===== src/rtl/bnn_conv_multi.sv =====
// bnn_conv_multi: binary 3x3 XNOR-popcount convolution engine that applies
// NUM_KERNELS kernels to each of a sequence of square binary images in SRAM.
// Ports: clk/reset (sync, active-high); dut_run/dut_busy/dut_error control;
// dut_sram_read_address/sram_dut_read_data input SRAM read (1-cycle latency);
// dut_sram_write_address/_data/_enable output row writes;
// dut_wmem_read_address/wmem_dut_read_data weight SRAM read (1-cycle latency).
// Optional feature macro: BNN_CONV_THRESH_PROG_EN (per-kernel threshold in
// kernel word bits 12:9); when undefined the threshold is fixed at 5.
`timescale 1ns/1ps
module bnn_conv_multi #(
    parameter int DATA_W      = 16,
    parameter int ADDR_W      = 12,
    parameter int NUM_KERNELS = 4
) (
    input  logic              clk,
    input  logic              reset,
    input  logic              dut_run,
    output logic              dut_busy,
    output logic              dut_error,
    output logic [ADDR_W-1:0] dut_sram_read_address,
    input  logic [DATA_W-1:0] sram_dut_read_data,
    output logic [ADDR_W-1:0] dut_sram_write_address,
    output logic [DATA_W-1:0] dut_sram_write_data,
    output logic              dut_sram_write_enable,
    output logic [ADDR_W-1:0] dut_wmem_read_address,
    input  logic [DATA_W-1:0] wmem_dut_read_data
);

    localparam int NW = $clog2(DATA_W + 1);
    localparam int CW = (NW > 4) ? NW : 4;

    typedef enum logic [2:0] {
        S_IDLE,
        S_LOADW,
        S_HDR,
        S_CONV,
        S_DRAIN
    } state_e;

    state_e            state_q, state_d;
    logic [CW-1:0]     cnt_q;
    logic [3:0]        k_q;
    logic [NW-1:0]     n_q;
    logic [ADDR_W-1:0] base_q, rd_addr_q, wm_addr_q, ptr_q, wr_addr_q;
    logic [8:0]        kern_w_q [NUM_KERNELS];
    logic [3:0]        kern_t_q [NUM_KERNELS];
    logic [DATA_W-1:0] win_q [3];
    logic [8:0]        win_w_q;
    logic [3:0]        win_t_q;
    logic [NW-1:0]     win_n_q;
    logic              win_vld_q;
    logic [DATA_W-1:0] wr_data_q;
    logic              wr_en_q, busy_q, err_q;

    logic start, ld_en, hdr_en, conv_en, busy_d;
    logic hdr_term, hdr_bad, last_row, pre_last, last_k, wload_done;
    logic [ADDR_W-1:0] next_base;
    logic [3:0]        ld_thr;
    logic [8:0]        cur_w;
    logic [3:0]        cur_t;
    logic [DATA_W+1:0] win_ext [3];
    logic [3:0]        match;
    logic [DATA_W-1:0] conv_row;
    logic              unused_in;

    assign dut_busy               = busy_q;
    assign dut_error              = err_q;
    assign dut_sram_read_address  = rd_addr_q;
    assign dut_sram_write_address = wr_addr_q;
    assign dut_sram_write_data    = wr_data_q;
    assign dut_sram_write_enable  = wr_en_q;
    assign dut_wmem_read_address  = wm_addr_q;

    assign unused_in = ^wmem_dut_read_data;

    assign hdr_term = sram_dut_read_data == DATA_W'(255);
    assign hdr_bad  = !hdr_term &&
                      (sram_dut_read_data < DATA_W'(3) ||
                       sram_dut_read_data > DATA_W'(DATA_W));
    assign last_row   = cnt_q == CW'(n_q) - CW'(1);
    assign pre_last   = cnt_q == CW'(n_q) - CW'(2);
    assign last_k     = k_q == 4'(NUM_KERNELS - 1);
    assign wload_done = cnt_q == CW'(NUM_KERNELS);
    assign next_base  = base_q + ADDR_W'(n_q) + ADDR_W'(1);

`ifdef BNN_CONV_THRESH_PROG_EN
    assign ld_thr = (wmem_dut_read_data[12:9] > 4'd9) ? 4'd9
                                                     : wmem_dut_read_data[12:9];
`else
    assign ld_thr = 4'd5;
`endif

    always_comb begin
        cur_w = '0;
        cur_t = '0;
        for (int i = 0; i < NUM_KERNELS; i++) begin
            if (k_q == 4'(i)) begin
                cur_w = kern_w_q[i];
                cur_t = kern_t_q[i];
            end
        end
    end

    // State register
    always_ff @(posedge clk) begin
        if (reset) state_q <= S_IDLE;
        else       state_q <= state_d;
    end

    // Next-state logic
    always_comb begin
        state_d = state_q;
        unique case (state_q)
            S_IDLE:  if (dut_run) state_d = S_LOADW;
            S_LOADW: if (wload_done) state_d = S_HDR;
            S_HDR:   state_d = (hdr_term || hdr_bad) ? S_DRAIN : S_CONV;
            S_CONV:  if (last_row && last_k) state_d = S_HDR;
            S_DRAIN: state_d = S_IDLE;
            default: state_d = S_IDLE;
        endcase
    end

    // Output / control decode
    always_comb begin
        start   = 1'b0;
        ld_en   = 1'b0;
        hdr_en  = 1'b0;
        conv_en = 1'b0;
        busy_d  = state_d != S_IDLE;
        unique case (state_q)
            S_IDLE:  start   = dut_run;
            S_LOADW: ld_en   = 1'b1;
            S_HDR:   hdr_en  = 1'b1;
            S_CONV:  conv_en = 1'b1;
            default: ;
        endcase
    end

    // Zero-extend window rows so column offsets past the top bit read 0.
    always_comb begin
        for (int r = 0; r < 3; r++) win_ext[r] = {2'b00, win_q[r]};
    end

    always_comb begin
        conv_row = '0;
        match    = '0;
        for (int c = 0; c < DATA_W; c++) begin
            match = '0;
            for (int r = 0; r < 3; r++) begin
                for (int o = 0; o < 3; o++) begin
                    match = match +
                        {3'b000, ~(win_w_q[3*r+o] ^ win_ext[r][c+o])};
                end
            end
            conv_row[c] = (match >= win_t_q) && (c + 2 < int'(win_n_q));
        end
    end

    // Datapath
    always_ff @(posedge clk) begin
        if (reset) begin
            cnt_q     <= '0;
            k_q       <= '0;
            n_q       <= '0;
            base_q    <= '0;
            rd_addr_q <= '0;
            wm_addr_q <= '0;
            ptr_q     <= '0;
            wr_addr_q <= '0;
            wr_data_q <= '0;
            wr_en_q   <= 1'b0;
            busy_q    <= 1'b0;
            err_q     <= 1'b0;
            win_vld_q <= 1'b0;
            win_w_q   <= '0;
            win_t_q   <= '0;
            win_n_q   <= '0;
            for (int i = 0; i < NUM_KERNELS; i++) begin
                kern_w_q[i] <= '0;
                kern_t_q[i] <= '0;
            end
            for (int r = 0; r < 3; r++) win_q[r] <= '0;
        end else begin
            busy_q    <= busy_d;
            win_vld_q <= conv_en && (cnt_q >= CW'(2));
            wr_en_q   <= win_vld_q;
            if (win_vld_q) begin
                wr_data_q <= conv_row;
                wr_addr_q <= ptr_q;
                ptr_q     <= ptr_q + ADDR_W'(1);
            end
            if (start) begin
                err_q     <= 1'b0;
                base_q    <= '0;
                rd_addr_q <= '0;
                ptr_q     <= '0;
                wm_addr_q <= ADDR_W'(1);
                cnt_q     <= '0;
            end
            if (ld_en) begin
                wm_addr_q <= wm_addr_q + ADDR_W'(1);
                cnt_q     <= cnt_q + CW'(1);
                for (int i = 0; i < NUM_KERNELS; i++) begin
                    if (cnt_q == CW'(i + 1)) begin
                        kern_w_q[i] <= wmem_dut_read_data[8:0];
                        kern_t_q[i] <= ld_thr;
                    end
                end
                // Header address was presented during LOADW; prefetch row 1.
                if (wload_done) rd_addr_q <= rd_addr_q + ADDR_W'(1);
            end
            if (hdr_en) begin
                rd_addr_q <= rd_addr_q + ADDR_W'(1);
                k_q       <= '0;
                cnt_q     <= '0;
                if (!hdr_term && !hdr_bad) n_q <= sram_dut_read_data[NW-1:0];
                if (hdr_bad) err_q <= 1'b1;
            end
            if (conv_en) begin
                win_q[0] <= win_q[1];
                win_q[1] <= win_q[2];
                win_q[2] <= sram_dut_read_data;
                win_w_q  <= cur_w;
                win_t_q  <= cur_t;
                win_n_q  <= n_q;
                cnt_q    <= last_row ? '0 : cnt_q + CW'(1);
                // One row early, steer reads to the re-stream or next header
                // so consecutive passes run back to back.
                if (pre_last)
                    rd_addr_q <= last_k ? next_base : base_q + ADDR_W'(1);
                else
                    rd_addr_q <= rd_addr_q + ADDR_W'(1);
                if (last_row) begin
                    if (last_k) base_q <= next_base;
                    else        k_q    <= k_q + 4'd1;
                end
            end
        end
    end

endmodule

===== config.mk =====
export PLATFORM = sky130hd
export DESIGN_NAME = bnn_conv_multi
export DESIGN_NICKNAME = d
export VERILOG_FILES = /design/src/rtl/bnn_conv_multi.sv
export SDC_FILE = /design/constraint.sdc
export NUM_CORES = 1
export LEC_CHECK = 0
export ABC_CLOCK_PERIOD_IN_PS = 11300
export CORE_AREA = 2 2 190 192
export CTS_BUF_LIST = sky130_fd_sc_hd__clkbuf_16
export DETAILED_ROUTE_END_ITERATION = 8
export DIE_AREA = 0 0 192 194
export PLACE_DENSITY_LB_ADDON = 0.05
export SLEW_MARGIN = 20
export SYNTH_ARGS = -nofsm -noshare
export SYNTH_HDL_FRONTEND = slang
export SYNTH_SLANG_ARGS = --single-unit

===== constraint.sdc =====
create_clock -name clk -period 11.3 [get_ports clk]
set_input_delay 1.13 -clock clk [delete_from_list [all_inputs] [get_ports clk]]
set_output_delay 1.13 -clock clk [all_outputs]
set_load 0.05 [all_outputs]

---- Word-level counts from Yosys, hierarchy flattened ----
Memory sizes are Yosys's and may differ from the RTL's.
Index checks and enable logic that the tools add are counted.
storage, ports and cells
  bits in registers ....................... 115
  output and inout port bits .............. 55
  input port bits ......................... 35
  RAM bits ................................ 92
  logic and storage cells ................. 598
  memories kept ........................... 3
cells by class
  equality and inequality tests ........... 13
  bitwise operators ....................... 287
  multiplexer cells ....................... 74
  magnitude comparators ................... 35
  reductions and logical operators ........ 31
  add/subtract/negate cells ............... 138
memories
  memory    depth  width  read ports  clocked after Yosys merged registers in  write ports  line  source
  win_q     3      16     3           0                                        3            47    logic [DATA_W-1:0] win_q [3];
  kern_w_q  4      9      4           0                                        4            45    logic [8:0] kern_w_q [NUM_KERNELS];
  kern_t_q  4      2      4           0                                        4            46    logic [3:0] kern_t_q [NUM_KERNELS];
operators with widths
  cell                                                 number
  adder 4 x 1 -> 4 bit                                 80
  2-to-1 mux 12 bit                                    13
  inverter 1 bit                                       141
  bitwise XOR 1 bit                                    135
  2-to-1 mux 9 bit                                     8
  adder 3 x 1 -> 4 bit                                 16
  >= comparator 4 bit                                  16
  adder 12 x 1 -> 12 bit, second input constant        5
  adder 2 x 1 -> 3 bit                                 16
  2-to-1 mux 16 bit                                    3
  < comparator 4 x 5 -> 1 bit, first input constant    8
  adder 1 x 1 -> 2 bit                                 16
  2-to-1 mux 4 bit                                     8
  2-to-1 mux 1 bit                                     28
  2-to-1 mux 5 bit                                     5
  logical AND 1 bit                                    20
  < comparator 3 x 5 -> 1 bit, first input constant    4
  == test 16 x 8 -> 1 bit, second input constant       1
  > comparator 16 x 5 -> 1 bit, second input constant  1
  < comparator 16 x 2 -> 1 bit, second input constant  1
  adder 12 x 5 -> 12 bit                               1
  2-to-1 mux 3 bit                                     4
  case mux 3 bit (4 select lines)                      1
  OR 1 bit                                             11
  25 further kinds                                     36

---- Logic depth before layout (Yosys ltp) ----
Gate-level depths: netlist (run 1).
An unclocked memory read counts as a cell.
  depth in word-level cells ............... 13
  gate-level depth with buffers ........... 17
  mapped depth without buffers ............ 15

---- Worst setup path before layout (run 1) ----
OpenSTA, ideal clock, no wires.
  path kind ............................... flip-flop to flip-flop
  start ................................... reg win_w_q[0]
  end ..................................... reg wr_data_q[5] (netlist: dut_sram_write_data[5])
  required time ........................... 11.172 ns
  cell stages (with the launch flop) ...... 18
  data arrival time ....................... 4.685 ns
  slack ................................... 6.488 ns
  setup time .............................. 0.128 ns
  buffers on the path ..................... 2
  clock period less this slack ............ 4.812 ns
  cell sequence ........................... dfxtp_1 > clkbuf_1 > clkbuf_1 > xnor2_1 > fa_1 > inv_1 > fa_1 > inv_1 > fa_1 > inv_1 > fa_1 > fa_1 > xnor2_1 > ha_1 > a221oi_1 > nor3_1 > a21oi_1 > nor2_1
on the way
  word-level cells in the longest chain between the ends .. 12
ends and longest elaborated chain
  what                                line  source
  from (decl)                         48    logic [8:0] win_w_q;
  from (signal assigned)              223   win_w_q <= cur_w;
  bitwise XOR 1 bit                   152   {3'b000, ~(win_w_q[3*r+o] ^ win_ext[r][c+o])};
  inverter 1 bit                      152
  adder 1 x 1 -> 2 bit                151   match = match +
  adder 2 x 1 -> 3 bit                151
  adder 3 x 1 -> 4 bit                151
  adder 4 x 1 -> 4 bit (5 in series)  151
  >= comparator 4 bit                 155   conv_row[c] = (match >= win_t_q) && (c + 2 < int'(win_n_q));
  logical AND 1 bit                   155
  to (signal assigned)                188   wr_data_q <= conv_row;
  to (decl)                           52    logic [DATA_W-1:0] wr_data_q;
Every way passes these cells.
A chain may end at the register's enable or synchronous reset.

---- Worst setup path in the final report (run 1) ----
  start ................................... reg win_w_q[0]
  end ..................................... reg wr_data_q[0] (netlist: dut_sram_write_data[0])
Same word-level chain as after synthesis.

==> impl_metrics.py, run 1 <==
metrics = {
    "cts": {
        "post-cts-setup-buffer-count": 0,
        "max-clock-path-buffers": 2,
        "post_cts.resized_instances": 0,
        "worst_skew_pair.late_latency_ps": 440,
        "numClockSinks": 200,
        "clk_transition_reported_paths_ps": 80,
        "cell_chosen_for_the_clock_root": "clkbuf_16",
        "cts_max_level": 4,
        "hold_fix_buffers_at_cts": 0,
        "tritoncts.num_buffers": 17,
        "cts_tree": "yes",
    },
    "cells_and_area": {
        "post_synthesis_to_final_layout_area_growth_pct": 12.8,
        "drive_above_1_share_pct": 4.34,
        "antenna-diode-count": 0,
        "filler_cell_count": 3397,
        "stdcell_area_um2": 15700,
        "design.final.nets": 1683,
        "register_area_um2": 4850,
        "multi_input_area_um2": 8340,
    },
    "critical_path": {
        "worst_setup_path_start_kind": "flop",
        "critPathSlowestCell": "fa_1",
        "cp_slowest_stage_delay_ps": 540,
        "r2r_setup_slack_ps": 6460,
        "worst-endpoint-required_ps": 11590,
        "crit_top_cell": "fa_1",
        "setup.worst_path.end_class": "flop",
        "critical_path_class": "flop to flop",
        "critical_path_arrival_ps": 5130,
        "critical_path_cell_by_cell": "buf_4 > xnor2_1 > fa_1 > inv_1 > fa_1 > inv_1 > fa_1 > inv_1 > fa_1 > fa_1 > xnor2_1 > ha_1 > a221oi_1 > nor3_1 > a21oi_1 > nor2_1",
        "critPathMaxFanout": 17,
    },
    "timing": {
        "tightest_slew_ps": 1020,
        "slew_hr_pct": 31.7,
        "layout_min_cycle_time_ps": 4840,
        "finalSetupTns_ps": 0,
        "fmax_mhz": 207,
        "timing.final.max_slew_violations": 0,
        "final_min_period_over_clock_period_pct": 42.8,
        "grt_setup_unrepaired": "no",
        "hold_violations": 0,
        "largest_clock_skew_in_the_final_design_ps": 7.72,
        "post-route-worst-setup-slack_ps": 6460,
        "report.final.setup_viol": 0,
    },
    "global_routing": {
        "grtUsageTotal_pct": 20.0,
        "global_route_wire_length_before_repair_mm": 57.6,
        "grt_antenna_before_repair": 0,
        "grt_max_degree": 84,
        "via_count_of_the_first_global_routing_pass": 10300,
        "grt_remaining_overflow": 0,
    },
    "yosys": {
        "synth_cells": 1435,
        "synth_area_leader_cell": "edfxtp_1",
        "yosysSeqAreaShare_pct": 34.8,
        "syn-mean-instance-area_um2": 9.71,
        "proportion_of_register_bits_with_asynchronous_set_or_reset_after_synthesis_pct": 0,
        "synth_flop_cell": "dfxtp_1",
        "synth.ff_latch_count": 200,
        "synth.top_cell.area_share_pct": 18.3,
        "synth_edf_count": 85,
        "synth.area.top_cells": "edfxtp_1, dfxtp_1, fa_1",
        "yosysWarnings": 0,
        "netlist-cell-type-count": 75,
        "synth.net_count": 1635,
        "synth_area_um2": 13900,
    },
    "drt": {
        "drc_errors": 0,
        "drt_first_pass_iters": 5,
        "dr.first_iter.drc_count": 561,
        "ant_nets": 0,
        "viasPerCell": 5.16,
        "via_count": 10100,
        "total_length_of_routed_wires_mm": 35.7,
        "detail_route.wl_per_cell_um": 18.2,
    },
    "place": {
        "placement.cell_area_um2": 15200,
        "dp.final_hpwl_mm": 25.0,
        "finalWeightedCongestion": 0.826,
        "port_buffers": 82,
        "dp_slack_ps": 6460,
    },
    "die": {
        "std_cell_rows": 69,
        "core_um2": 35200,
        "number_of_i_o_pins": 90,
        "floorplan.die.width_um": 192,
        "die_height_um": 194,
        "initial_util_pct": 39.6,
        "die-area_um2": 37200,
    },
    "run_status": {
        "status": "finished, final reports clean",
    },
    "power_and_ir_drop": {
        "post-layout-total-power_mw": 1.64,
        "vdd.ir_drop.worst_mv": 0.105,
        "p_leak_nw": 6.11,
        "powerDensity_nw_per_um2": 104,
    },
    "worst_hold_path": {
        "hold_class": "flop to flop",
    },
    "job": {
        "maxCapViolations": 0,
    },
}
layer usage:
layer  up-vias  GRT usage [%]  share of wire [%]
li1       4970              -                  -
met4         0           5.65                2.0
met3        38           2.86                2.6
met1      4929           26.1                 46
met2       152           34.3                 49
met5         -              0                  0
stage by stage:
| stage | instances | hold WS [ps] | utilization, % |
|---|---|---|---|
| after floorplan | 1435 | 436 | - |
| after global placement | 1925 | 449 | 43.1 |
| after detailed placement | 1925 | 455 | 43.1 |
| after CTS | 1957 | 468 | 44.6 |
| after global routing | 1957 | 480 | 44.6 |
| final | 1957 | 464 | 44.6 |
worst paths after layout:
check / endpoint / cells after the start / start
worst max-delay path: dut_sram_write_data[0] / 16 / win_w_q[0]
worst min-delay path: dut_sram_write_data[4] / 2 / dut_sram_write_data[4]
worst max register to register: dut_sram_write_data[0] / 16 / win_w_q[0]
worst min register to register: dut_sram_write_data[4] / 2 / dut_sram_write_data[4]
Yosys cell counts, types with 3 or more instances:
| cell | n |
|---|---|
| inv_1 | 121 |
| dfxtp_1 | 115 |
| xnor2_1 | 111 |
| nor2_1 | 95 |
| and2_1 | 90 |
| nand2_1 | 90 |
| edfxtp_1 | 85 |
| ha_1 | 84 |
| a21oi_1 | 81 |
| fa_1 | 81 |
| xor2_1 | 77 |
| clkbuf_1 | 43 |
| nand3_1 | 40 |
| o21ai_0 | 38 |
| nor3_1 | 34 |
| mux2i_1 | 21 |
| nor2b_1 | 19 |
| nand3b_1 | 16 |
| nand4_1 | 16 |
| buf_1 | 12 |
| buf_2 | 12 |
| o22ai_1 | 12 |
| a211oi_1 | 11 |
| a222oi_1 | 10 |
| and3_1 | 8 |
| a21o_1 | 7 |
| o211ai_1 | 7 |
| or3_1 | 7 |
| nor4_1 | 6 |
| a221oi_1 | 5 |
| o21a_1 | 5 |
| o221ai_1 | 5 |
| a32o_1 | 4 |
| nor3b_1 | 4 |
| a31oi_1 | 3 |
| buf_4 | 3 |
| o31a_1 | 3 |
worst max-delay path: cells and delay by family, from the launching register on:
kind	cells	cell delay (ps)
AOI/OAI and AO/OA	2	680
DFF	1	310
buffers and inverters	4	490
xor gates and xnor gates	2	300
and+or+nand+nor	2	160
adders and majority gates	6	2740
logic make-up after synthesis:
group / after synthesis / synth area share [%]
simple gates: 445 / 16.6
compound gates: 219 / 10.3
flops: 200 / 34.8
buf+inv: 193 / 5.39
xor+xnor: 190 / 12.1
fa+ha+maj: 165 / 19.2
mux: 23 / 1.67
where the power goes:
part | switching [mW] | internal (mW) | leakage (nW)
clock | 0.303 | 0.287 | 0.261
sequential | 0.0143 | 0.764 | 1.81
combinational | 0.148 | 0.119 | 4.04
cell type report:
cell class / count / area share, %
clock buffers: 17 / 2.71
clock inverters: 15 / 0.780
inverters: 123 / 2.94
multi-input cells: 1042 / 53.0
flip-flops and latches: 200 / 30.9
well taps: 461 / 3.67
repair buffers: 99 / 6.00
sequential cells by signal, indices dropped and copies added, names as in the netlist:
register / cells
win_q: 48
kern_w_q: 36
dut_sram_write_data: 16
base_q: 12
dut_sram_read_address: 12
dut_sram_write_address: 12
dut_wmem_read_address: 12
ptr_q: 12
win_w_q: 9
cnt_q: 5
n_q: 5
win_n_q: 5
k_q: 4
kern_t_q: 4
state_q: 3
dut_busy: 1
dut_error: 1
dut_sram_write_enable: 1
win_t_q: 1
win_vld_q: 1
layout by cell type (no fill, tap or decap), drive strengths merged, types with 8 or more instances in the layout:
master	synthesis	layout
nor3	35	35
nand2	91	91
clkdlybuf4s50	0	81
nor2	95	95
nand4	16	16
ha	84	84
o22ai	12	12
xor2	78	78
and2	92	92
o21ai	41	41
a211oi	11	11
clkbuf	43	17
xnor2	111	111
inv	122	127
a222oi	10	10
nand3	40	40
nand3b	16	16
dfxtp	115	115
a21oi	81	81
edfxtp	85	85
and3	8	8
fa	81	81
mux2i	21	21
nor2b	19	19
buf	27	18
Power figures use the tool's default switching activity.
==> run 2, diff against run 1 <==
ABC_CLOCK_PERIOD_IN_PS = 4170   (was 11300)
clock period = 4.17 ns   (was 11.3 ns; I/O delays follow)
==> run 2 against run 1 <==
- largest power group unchanged
- critical path type unchanged
- flip-flop and latch count is the same
- die area is the same
- cell area grew 8.3%
- non-clock buffer count grew 68
- via count grew 3.0%
- register-to-register slack lost 6500 ps
- sequential share of layout area shrank 2.3 points
- the flow now finishes with violations (setup timing)
- global-route usage grew 1.1 points
- maximum frequency grew 15%
- utilization grew 3.7 points
- critical endpoint is now dut_sram_write_data[13]
- combinational power grew to 3.3 times the previous value
- critical path depth shrank 1
==> impl_metrics.py, run 2 (synthesis results as in run 1) <==
metrics = {
    "cells_and_area": {
        "stdcell_area_um2": 17000,
        "antenna-diode-count": 0,
        "multi_input_area_um2": 8950,
        "largest_reg_flops": 48,
        "filler_cell_count": 3357,
        "design.final.nets": 1751,
        "drive_above_1_share_pct": 16.6,
        "post_synthesis_to_final_layout_area_growth_pct": 22.2,
        "layout_commonest_cell": "dfxtp_1",
        "layout_common_cells": "dfxtp_1, nor2_1, nand2_1, and2_1, inv_1",
        "register_area_um2": 4860,
        "regMostFlops": "win_q",
    },
    "worst_hold_path": {
        "hold_class": "input pin to flop",
        "min_delay_path_depth": 2,
    },
    "cts": {
        "numClockSinks": 200,
        "max-clock-path-buffers": 2,
        "tritoncts.num_buffers": 17,
        "clk_transition_reported_paths_ps": 90,
        "worst_skew_pair.late_latency_ps": 460,
        "cts_tree": "yes",
        "cell_chosen_for_the_clock_root": "clkbuf_16",
        "cts_max_level": 4,
    },
    "drt": {
        "drc_errors": 0,
        "total_length_of_routed_wires_mm": 37.5,
        "dr.first_iter.drc_count": 512,
        "detail_route.wl_per_cell_um": 18.5,
        "ant_nets": 0,
        "viasPerCell": 5.13,
        "via_count": 10400,
        "drt_first_pass_iters": 6,
    },
    "global_routing": {
        "groute.layer.met3.usage_pct": 2.86,
        "globalRouteMet1Util_pct": 27.7,
        "global_route_wire_length_before_repair_mm": 60.5,
        "via_count_of_the_first_global_routing_pass": 10900,
        "grt_antenna_before_repair": 0,
        "global_route.usage.met2_pct": 36.4,
        "grt_remaining_overflow": 0,
        "grt_max_degree": 59,
        "grtUsageTotal_pct": 21.1,
        "grt_most_used_layer": "met2",
    },
    "power_and_ir_drop": {
        "seq_power_share_pct": 44.4,
        "netSwitchingFraction_pct": 29.4,
        "netSwitchingPower_mw": 1.39,
        "p_int_mw": 3.35,
        "vdd.ir_drop.worst_mv": 0.274,
        "comb_power_share_pct": 18.4,
        "p_leak_nw": 6.63,
        "powerDensity_nw_per_um2": 279,
        "share_clk_of_total_power_pct": 37.2,
        "post-layout-total-power_mw": 4.74,
    },
    "die": {
        "die-area_um2": 37200,
        "floorplan.die.width_um": 192,
        "die_height_um": 194,
        "std_cell_rows": 69,
        "number_of_i_o_pins": 90,
        "core_um2": 35200,
        "initial_util_pct": 39.6,
    },
    "critical_path": {
        "critPathMaxFanout": 5,
        "worst_setup_path_start_kind": "flop",
        "rr_startpoint": "win_w_q[3]",
        "critical_path_class": "flop to flop",
        "worst-path-buf-inv": 4,
        "r2r_setup_slack_ps": -30,
        "setup.worst_path.start": "win_w_q[3]",
        "worst-endpoint-required_ps": 4480,
        "crit_cells": 15,
        "cp_slowest_stage_delay_ps": 560,
        "setup.worst_path.end_class": "flop",
        "critical_path_arrival_ps": 4520,
        "critPathSlowestCell": "fa_1",
        "worst_r2r_endpoint": "dut_sram_write_data[13]",
        "worst_r2r_path_cells": 15,
        "critical-path-top-delay-family": "adder cells",
        "critical_path_cell_by_cell": "buf_12 > xnor2_2 > fa_1 > inv_2 > fa_1 > inv_2 > fa_1 > inv_2 > fa_2 > fa_2 > xnor2_2 > ha_1 > a221o_1 > nand3_1 > a21oi_1",
        "timing.critical_path.to": "dut_sram_write_data[13]",
    },
    "place": {
        "dp.final_hpwl_mm": 26.7,
        "placement.cell_area_um2": 15600,
        "port_buffers": 82,
        "finalWeightedCongestion": 0.838,
    },
    "timing": {
        "tightest_slew_ps": 1130,
        "largest_clock_skew_in_the_final_design_ps": 14.5,
        "timing.final.max_slew_violations": 0,
        "slew_hr_pct": 24.9,
        "fmax_mhz": 238,
        "hold_violations": 0,
        "post-route-worst-setup-slack_ps": -31.9,
        "grt_setup_unrepaired": "yes",
        "layout_min_cycle_time_ps": 4200,
        "final_min_period_over_clock_period_pct": 101,
        "report.final.setup_viol": 4,
    },
    "run_status": {
        "failed_checks": "setup timing",
        "status": "finished with violations",
    },
    "job": {
        "maxCapViolations": 0,
    },
}
## run 2: changes by cell type in the layout (fill, tap and decap cells not counted), sizes merged
cell,previous run,this run
buf,18,86
bufinv,0,1
clkinv,7,4
clkinvlp,4,2
inv,127,131
## run 2: layer usage
layer / routed length (um) / vias to the layer above
met2: 18800 / 150
met4: 767 / 0
met3: 912 / 39
met1: 17000 / 5090
li1: - / 5108
met5: 0 / -
## run 2: worst min path at each step
stage,from,endpoint,slack (ps)
finish,reset,n_q[4],470
global placement,kern_t_q[0][0],kern_t_q[0][0],450
floorplan,kern_t_q[1][0],kern_t_q[1][0],440
global route,reset,dut_sram_write_data[0],460
CTS,reset,dut_sram_write_data[0],450
detailed placement,kern_t_q[2][0],kern_t_q[2][0],460
## run 2: area by class of cell
cell class                 count  share of cell area, %
sequential                   200                   28.5
multi-input combinational   1042                   52.6
timing repair buffer         167                   9.25
clock buffer                  17                   2.50
inverter                     123                   2.71
tap                          461                   3.39
clock inverter                15                   1.04
## run 2: worst register-to-register path: stages (launching register included)
cell	delay (ps)
dfxtp_4	380
buf_12	150
xnor2_2	150
fa_1	560
inv_2	40
fa_1	490
inv_2	40
fa_1	480
inv_2	40
fa_2	400
fa_2	410
xnor2_2	140
ha_1	270
a221o_1	360
nand3_1	100
a21oi_1	60
## run 2: metrics by stage
step,cells,utilization [%],TNS [ps],setup WS [ps],hold slack [ps]
detailed placement,1977,44.4,-2350,-199,463
floorplan,1435,-,-2.17,-2.17,436
CTS,2015,47.2,-391,-92.0,448
finish,2025,48.3,-107,-31.9,468
global placement,1977,44.4,-1870,-169,451
global route,2025,48.3,-2050,-197,463
## run 2: timing repair
| item | in CTS | in global routing |
|---|---|---|
| buffers inserted | 6 | 11 |
| hold buffers | 0 | 0 |
| gates resized for setup | 79 | 70 |
| pin swaps | 68 | 123 |
| endpoints found under the setup margin | 16 | 16 |
## run 2: power groups by stage
stage                     sequential, mW  clock (mW)  combinational [mW]
after CTS                           2.10        1.80               0.825
after global placement              2.15           0               0.744
after floorplan                     2.15           0               0.544
after global routing                2.11        1.87                1.01
after detailed placement            2.15           0               0.760
final                               2.11        1.76               0.874
